`src/rtl/i2c_slave_regfile.sv`:
```
// i2c_slave_regfile: I2C target over a byte register bank with local port; define I2C_SLAVE_GLITCH_FILTER_EN for 3-sample majority line filtering
module i2c_slave_regfile #(
  parameter logic [6:0] SLAVE_ADDR = 7'h3C,
  parameter int NUM_REGS = 16,
  parameter int PW = $clog2(NUM_REGS)
) (
  input  logic          clk,
  input  logic          axi_reset_n,
  input  logic          scl_pad_i,
  output logic          scl_pad_o,
  output logic          scl_padoen_o,
  input  logic          sda_pad_i,
  output logic          sda_pad_o,
  output logic          sda_padoen_o,
  input  logic [PW-1:0] loc_addr,
  input  logic [7:0]    loc_wdata,
  input  logic          loc_we,
  output logic [7:0]    loc_rdata,
  output logic          i2c_wr_pulse,
  output logic [PW-1:0] i2c_wr_addr,
  output logic          busy
);
  typedef enum logic [3:0] {IDLE, ADDR, A_ACK, PTR, P_ACK, WDATA, W_ACK, RDATA, R_ACK, WAIT} state_t;
  state_t state, state_d;
  logic [1:0] scl_m, sda_m;
  logic scl_c, sda_c, scl_h, sda_h;
  logic scl_rise, scl_fall, start, stop;
  logic [2:0] cnt, cnt_d;
  logic [6:0] sh, sh_d;
  logic [PW-1:0] ptr, ptr_d;
  logic oe_n, oe_d, rw, rw_d, busy_d, wr_en, match;
  logic [7:0] byte_in, rd;
  logic [7:0] bank [NUM_REGS];
  assign scl_pad_o = 1'b0;
  assign scl_padoen_o = 1'b1;
  assign sda_pad_o = 1'b0;
  assign sda_padoen_o = oe_n;
  always_ff @(posedge clk or negedge axi_reset_n)
    if (!axi_reset_n) begin
      scl_m <= 2'b11;
      sda_m <= 2'b11;
      scl_h <= 1'b1;
      sda_h <= 1'b1;
    end else begin
      scl_m <= {scl_m[0], scl_pad_i};
      sda_m <= {sda_m[0], sda_pad_i};
      scl_h <= scl_c;
      sda_h <= sda_c;
    end
`ifdef I2C_SLAVE_GLITCH_FILTER_EN
  logic [2:0] scl_f, sda_f;
  always_ff @(posedge clk or negedge axi_reset_n)
    if (!axi_reset_n) begin
      scl_f <= 3'b111;
      sda_f <= 3'b111;
    end else begin
      scl_f <= {scl_f[1:0], scl_m[1]};
      sda_f <= {sda_f[1:0], sda_m[1]};
    end
  assign scl_c = (scl_f[0] & scl_f[1]) | (scl_f[0] & scl_f[2]) | (scl_f[1] & scl_f[2]);
  assign sda_c = (sda_f[0] & sda_f[1]) | (sda_f[0] & sda_f[2]) | (sda_f[1] & sda_f[2]);
`else
  assign scl_c = scl_m[1];
  assign sda_c = sda_m[1];
`endif
  assign scl_rise = scl_c & ~scl_h;
  assign scl_fall = ~scl_c & scl_h;
  assign start = scl_c & scl_h & sda_h & ~sda_c;
  assign stop = scl_c & scl_h & ~sda_h & sda_c;
  assign byte_in = {sh, sda_c};
  assign match = byte_in[7:1] == SLAVE_ADDR;
  assign rd = bank[ptr];
  always_comb begin
    state_d = state;
    cnt_d = cnt;
    sh_d = sh;
    ptr_d = ptr;
    oe_d = oe_n;
    rw_d = rw;
    busy_d = busy;
    wr_en = 1'b0;
    if (stop) begin
      state_d = IDLE;
      oe_d = 1'b1;
      busy_d = 1'b0;
    end else if (start) begin
      state_d = ADDR;
      cnt_d = 3'd0;
      oe_d = 1'b1;
    end else
      case (state)
        ADDR:
          if (scl_rise) begin
            sh_d = byte_in[6:0];
            cnt_d = cnt + 3'd1;
            if (cnt == 3'd7) begin
              rw_d = byte_in[0];
              busy_d = match;
              state_d = match ? A_ACK : IDLE;
            end
          end
        PTR, WDATA:
          if (scl_rise) begin
            sh_d = byte_in[6:0];
            cnt_d = cnt + 3'd1;
            if (cnt == 3'd7) begin
              state_d = state == PTR ? P_ACK : W_ACK;
              ptr_d = state == PTR ? byte_in[PW-1:0] : ptr + 1'b1;
              wr_en = state == WDATA;
            end
          end
        A_ACK, P_ACK, W_ACK: begin
          if (scl_rise) cnt_d = 3'd1;
          if (scl_fall && cnt == 3'd0) oe_d = 1'b0;
          if (scl_fall && cnt != 3'd0) begin
            cnt_d = 3'd0;
            state_d = state != A_ACK ? WDATA : rw ? RDATA : PTR;
            sh_d = rd[6:0];
            oe_d = !(state == A_ACK && rw) | rd[7];
          end
        end
        RDATA: begin
          if (scl_rise) begin
            cnt_d = cnt + 3'd1;
            if (cnt == 3'd7) begin
              state_d = R_ACK;
              ptr_d = ptr + 1'b1;
            end
          end
          if (scl_fall) begin
            oe_d = sh[6];
            sh_d = {sh[5:0], 1'b0};
          end
        end
        R_ACK: begin
          if (scl_rise) begin
            state_d = sda_c ? WAIT : R_ACK;
            cnt_d = 3'd1;
          end
          if (scl_fall) begin
            oe_d = cnt == 3'd0 | rd[7];
            state_d = cnt == 3'd0 ? R_ACK : RDATA;
            cnt_d = 3'd0;
            sh_d = rd[6:0];
          end
        end
        default: ;
      endcase
  end
  always_ff @(posedge clk or negedge axi_reset_n)
    if (!axi_reset_n) state <= IDLE;
    else state <= state_d;
  always_ff @(posedge clk or negedge axi_reset_n)
    if (!axi_reset_n) begin
      cnt <= '0;
      sh <= '0;
      ptr <= '0;
      oe_n <= 1'b1;
      rw <= 1'b0;
      busy <= 1'b0;
      i2c_wr_pulse <= 1'b0;
      i2c_wr_addr <= '0;
      loc_rdata <= '0;
      for (int i = 0; i < NUM_REGS; i++) bank[i] <= '0;
    end else begin
      cnt <= cnt_d;
      sh <= sh_d;
      ptr <= ptr_d;
      oe_n <= oe_d;
      rw <= rw_d;
      busy <= busy_d;
      i2c_wr_pulse <= wr_en;
      i2c_wr_addr <= wr_en ? ptr : i2c_wr_addr;
      loc_rdata <= bank[loc_addr];
      if (loc_we) bank[loc_addr] <= loc_wdata;
      if (wr_en) bank[ptr] <= byte_in;
    end
endmodule

```
`config.mk`:
```
export PLATFORM = sky130hd
export DESIGN_NAME = i2c_slave_regfile
export DESIGN_NICKNAME = d
export VERILOG_FILES = /design/src/rtl/i2c_slave_regfile.sv
export SDC_FILE = /design/constraint.sdc
export NUM_CORES = 1
export LEC_CHECK = 0
export ABC_AREA = 1
export BUFFER_PORTS_ARGS = -buffer_cell sky130_fd_sc_hd__buf_2
export CAP_MARGIN = 15
export CORE_MARGIN = 4
export CORE_UTILIZATION = 45
export CTS_BUF_LIST = sky130_fd_sc_hd__clkbuf_16
export CTS_CLUSTER_DIAMETER = 100
export DETAILED_ROUTE_END_ITERATION = 8
export GPL_TIMING_DRIVEN = 0
export HOLD_SLACK_MARGIN = 0.08
export SLEW_MARGIN = 5
export SYNTH_ARGS = -nofsm -noshare
export SYNTH_HDL_FRONTEND = slang
export SYNTH_SLANG_ARGS = --single-unit
```
`constraint.sdc`:
```
create_clock -name clk -period 3.9 [get_ports clk]
set_clock_uncertainty 0.2 [all_clocks]
set_input_delay 0.78 -clock clk [delete_from_list [all_inputs] [get_ports clk]]
set_output_delay 0.78 -clock clk [all_outputs]
set_load 0.02 [all_outputs]
```
==> impl_metrics.tcl <==
set metrics [dict create \
    synth_edf_count 0 \
    drv_cap 0 \
    synth_compound_area_frac 0.254 \
    clk_path_buf_depth 2 \
    report.final.slew_viol_count 0 \
    final_hold_viol_count 0 \
    cts-root-buf "clkbuf_16" \
    synth.top_cell.area_share 0.388 \
    layout_commonest_cell "nand2_1" \
    final_area_um2 11500 \
    worstMarginPinSlew_ns 1.02 \
    pwr-share-seq 0.382 \
    port_buffers 29 \
    fmax_ghz 0.318 \
    diodes 0 \
    async_reset_ff_frac 1.00 \
    holdBufCountCts 0 \
    gp_congestion 0.991 \
    grt-ovfl-total 0 \
    synth_xor_area_frac 0 \
    wire_per_inst_um 22.2 \
    final_cell_mix "459 x nand2_1, 339 x o21ai_0, 161 x dfrtp_1" \
    drc 0 \
    grt_pass1_wl_um 62800 \
    r2r_start "ptr[0]" \
    critPathRequiredTime_ns 3.98 \
    layout_setup_ws_ns 0.757 \
    place_ws_ns 0.622 \
    clkTransAtPathRegs_ns 0.07 \
    synth_top_family_by_area "compound AO/OA/AOI/OAI gates" \
    finalCritPeriodShare 0.806 \
    syn2layout_area_growth_pct 11.0 \
    synthCells 1507 \
    reg2reg_depth 10 \
    dpl.hpwl_um 29600 \
    status "completed" \
    clk_latency_ns 0.45 \
    placed_cell_area_um2 10900 \
    ant_nets 0 \
    die-width_um 160 \
    intPower_mw 3.76 \
    peakVddDrop_v 0.000275 \
    rrSetupSlack_ns 0.76 \
    yosysUniqueCellTypes 38 \
    r2r-end "bank[78]" \
    p_per_area_nw_per_um2 551 \
    synth_adder_area_share 0.0120 \
    synth_area_per_cell_um2 6.89 \
    synthesis.area_um2 10400 \
    clock_sinks 168 \
    yosysSeqAreaShare 0.406 \
    synth-simple-area-share 0.239 \
    worstSetupStartpointType "register" \
    layout-drive-gt1-share 0.0847 \
    initial_utilization 0.459 \
    vias 10778 \
    yosys.area.top_type "dfrtp_1" \
    first_global_vias 9923 \
    rows 55 \
    coreArea_um2 22600 \
    hp-class "in -> async" \
    vias_per_cell 5.81 \
    switchingPower_mw 2.59 \
    grt_max_degree 109 \
    fin_crit_ns 3.14 \
    critPathMaxFanout 11 \
    die_h_um 160 \
    rsz0062_at_grt "no" \
    p_sw_frac 0.408 \
    worstSetupPathType "reg -> reg" \
    antenna_found_initial 0 \
    clock_power_share 0.283 \
    leakage_nw 5.62 \
    ys.flop_type "dfrtp_1" \
    initialDrtViolationCount 1405 \
    slew_headroom 0.320 \
    final_nets 1584 \
    numCtsBuffers 17 \
    htreeDepth 4 \
    synthMuxAreaShare 0 \
    synth_seq_cells 168 \
    cts_setup_buffers 0 \
    yosysWarnings 0 \
    cp-end-kind "register" \
    worstPathArrival_ns 3.22 \
    yosys-top-cells-area "dfrtp_1 39%, nand2_1 17%, o21ai_0 16%" \
    finalWirelength_um 41100 \
    pwr-share-comb 0.334 \
    grtUsageTotal 0.321 \
    setup_viol 0 \
    ios 35 \
    cts_resized 0 \
    drt_first_pass_iters 6 \
    die_area_um2 25600 \
    cts_tree "done" \
]
[worst max-delay path by stage]
| stage | startpoint | to | slack [ns] | cells after the start |
|---|---|---|---|---|
| after global routing | ptr[1] | bank[118] | 0.54 | 9 |
| after detailed placement | loc_addr[0] | bank[18] | 0.62 | 11 |
| after floorplan | loc_addr[0] | bank[50] | 1.50 | 11 |
| after CTS | ptr[0] | bank[78] | 0.82 | 10 |
| final | ptr[0] | bank[78] | 0.76 | 10 |
| after global placement | axi_reset_n | cnt[2] | -0.97 | 1 |
[power by group through the flow]
stage	clock, mW	sequential (mW)	combinational (mW)
6_report	1.80	2.43	2.12
3_3_place_gp	0	2.44	2.04
5_1_grt	1.89	2.47	2.38
4_1_cts	1.81	2.42	2.08
3_5_place_dp	0	2.45	2.07
2_1_floorplan	0	2.37	1.34
[area by class of cell]
type / instances / area, µm²
plain buffers: 85 / 390
clock buffers: 17 / 425
clock inverters: 15 / 176
fillers: 2258 / 11100
inverters: 140 / 528
multi-input cells: 1115 / 5260
flip-flops and latches: 168 / 4210
well taps: 285 / 357
repair buffers: 30 / 183
[per-stage QoR]
stage | TNS (ns) | total power, mW | hold WS (ns) | util | instances
floorplan | 0 | 3.71 | 0.145 | - | 1508
global placement | -153.29 | 4.48 | 0.146 | 0.481 | 1822
detailed placement | 0 | 4.52 | 0.150 | 0.483 | 1823
CTS | 0 | 6.31 | 0.0830 | 0.509 | 1855
global route | 0 | 6.74 | 0.0987 | 0.509 | 1855
finish | 0 | 6.35 | 0.0602 | 0.509 | 1855
[synthesized netlist by cell type (7+ instances only)]
master / count
a21oi_1: 48
nand4_1: 9
nand3_1: 36
o22ai_1: 22
dfstp_2: 7
o21ai_0: 339
ha_1: 10
o211ai_1: 18
nor2_1: 82
a22oi_1: 7
dfrtp_1: 161
inv_1: 132
buf_2: 18
o21ai_2: 17
clkbuf_1: 57
nand2_1: 459
o21ai_1: 39
[registers in the layout, summed over array words and instances (netlist names)]
register      count
i2c_wr_pulse      1
bank            128
rw                1
scl_h             1
busy              1
ptr               4
sh                7
i2c_wr_addr       4
sda_h             1
scl_m             2
sda_m             2
cnt               3
loc_rdata         8
sda_padoen_o      1
state             4
[kinds of logic (layout without fill, tap and decap cells)]
| logic type | Yosys count | after routing |
|---|---|---|
| DFF | 168 | 168 |
| AOI/OAI and AO/OA | 494 | 494 |
| and+or+nand+nor | 608 | 608 |
| adders and majority gates | 10 | 10 |
| other | 2 | 3 |
| buffers and inverters | 225 | 287 |
[worst max-delay path, stage by stage (launching register included)]
cell	delay [ns]
dfrtp_1	0.44
inv_1	0.18
clkbuf_1	0.42
clkbuf_1	0.51
ha_1	0.24
inv_1	0.06
nor2_4	0.19
nand2_1	0.27
clkbuf_1	0.29
nand2_1	0.09
o21ai_0	0.08
[routing by layer]
| metal | track usage | wire length, µm |
|---|---|---|
| met1 | 0.460 | 17700 |
| met5 | 0 | 0 |
| met4 | 0.122 | 1590 |
| met3 | 0.0630 | 3800 |
| met2 | 0.483 | 18000 |
No activity file was read; power rests on OpenSTA's default activity.
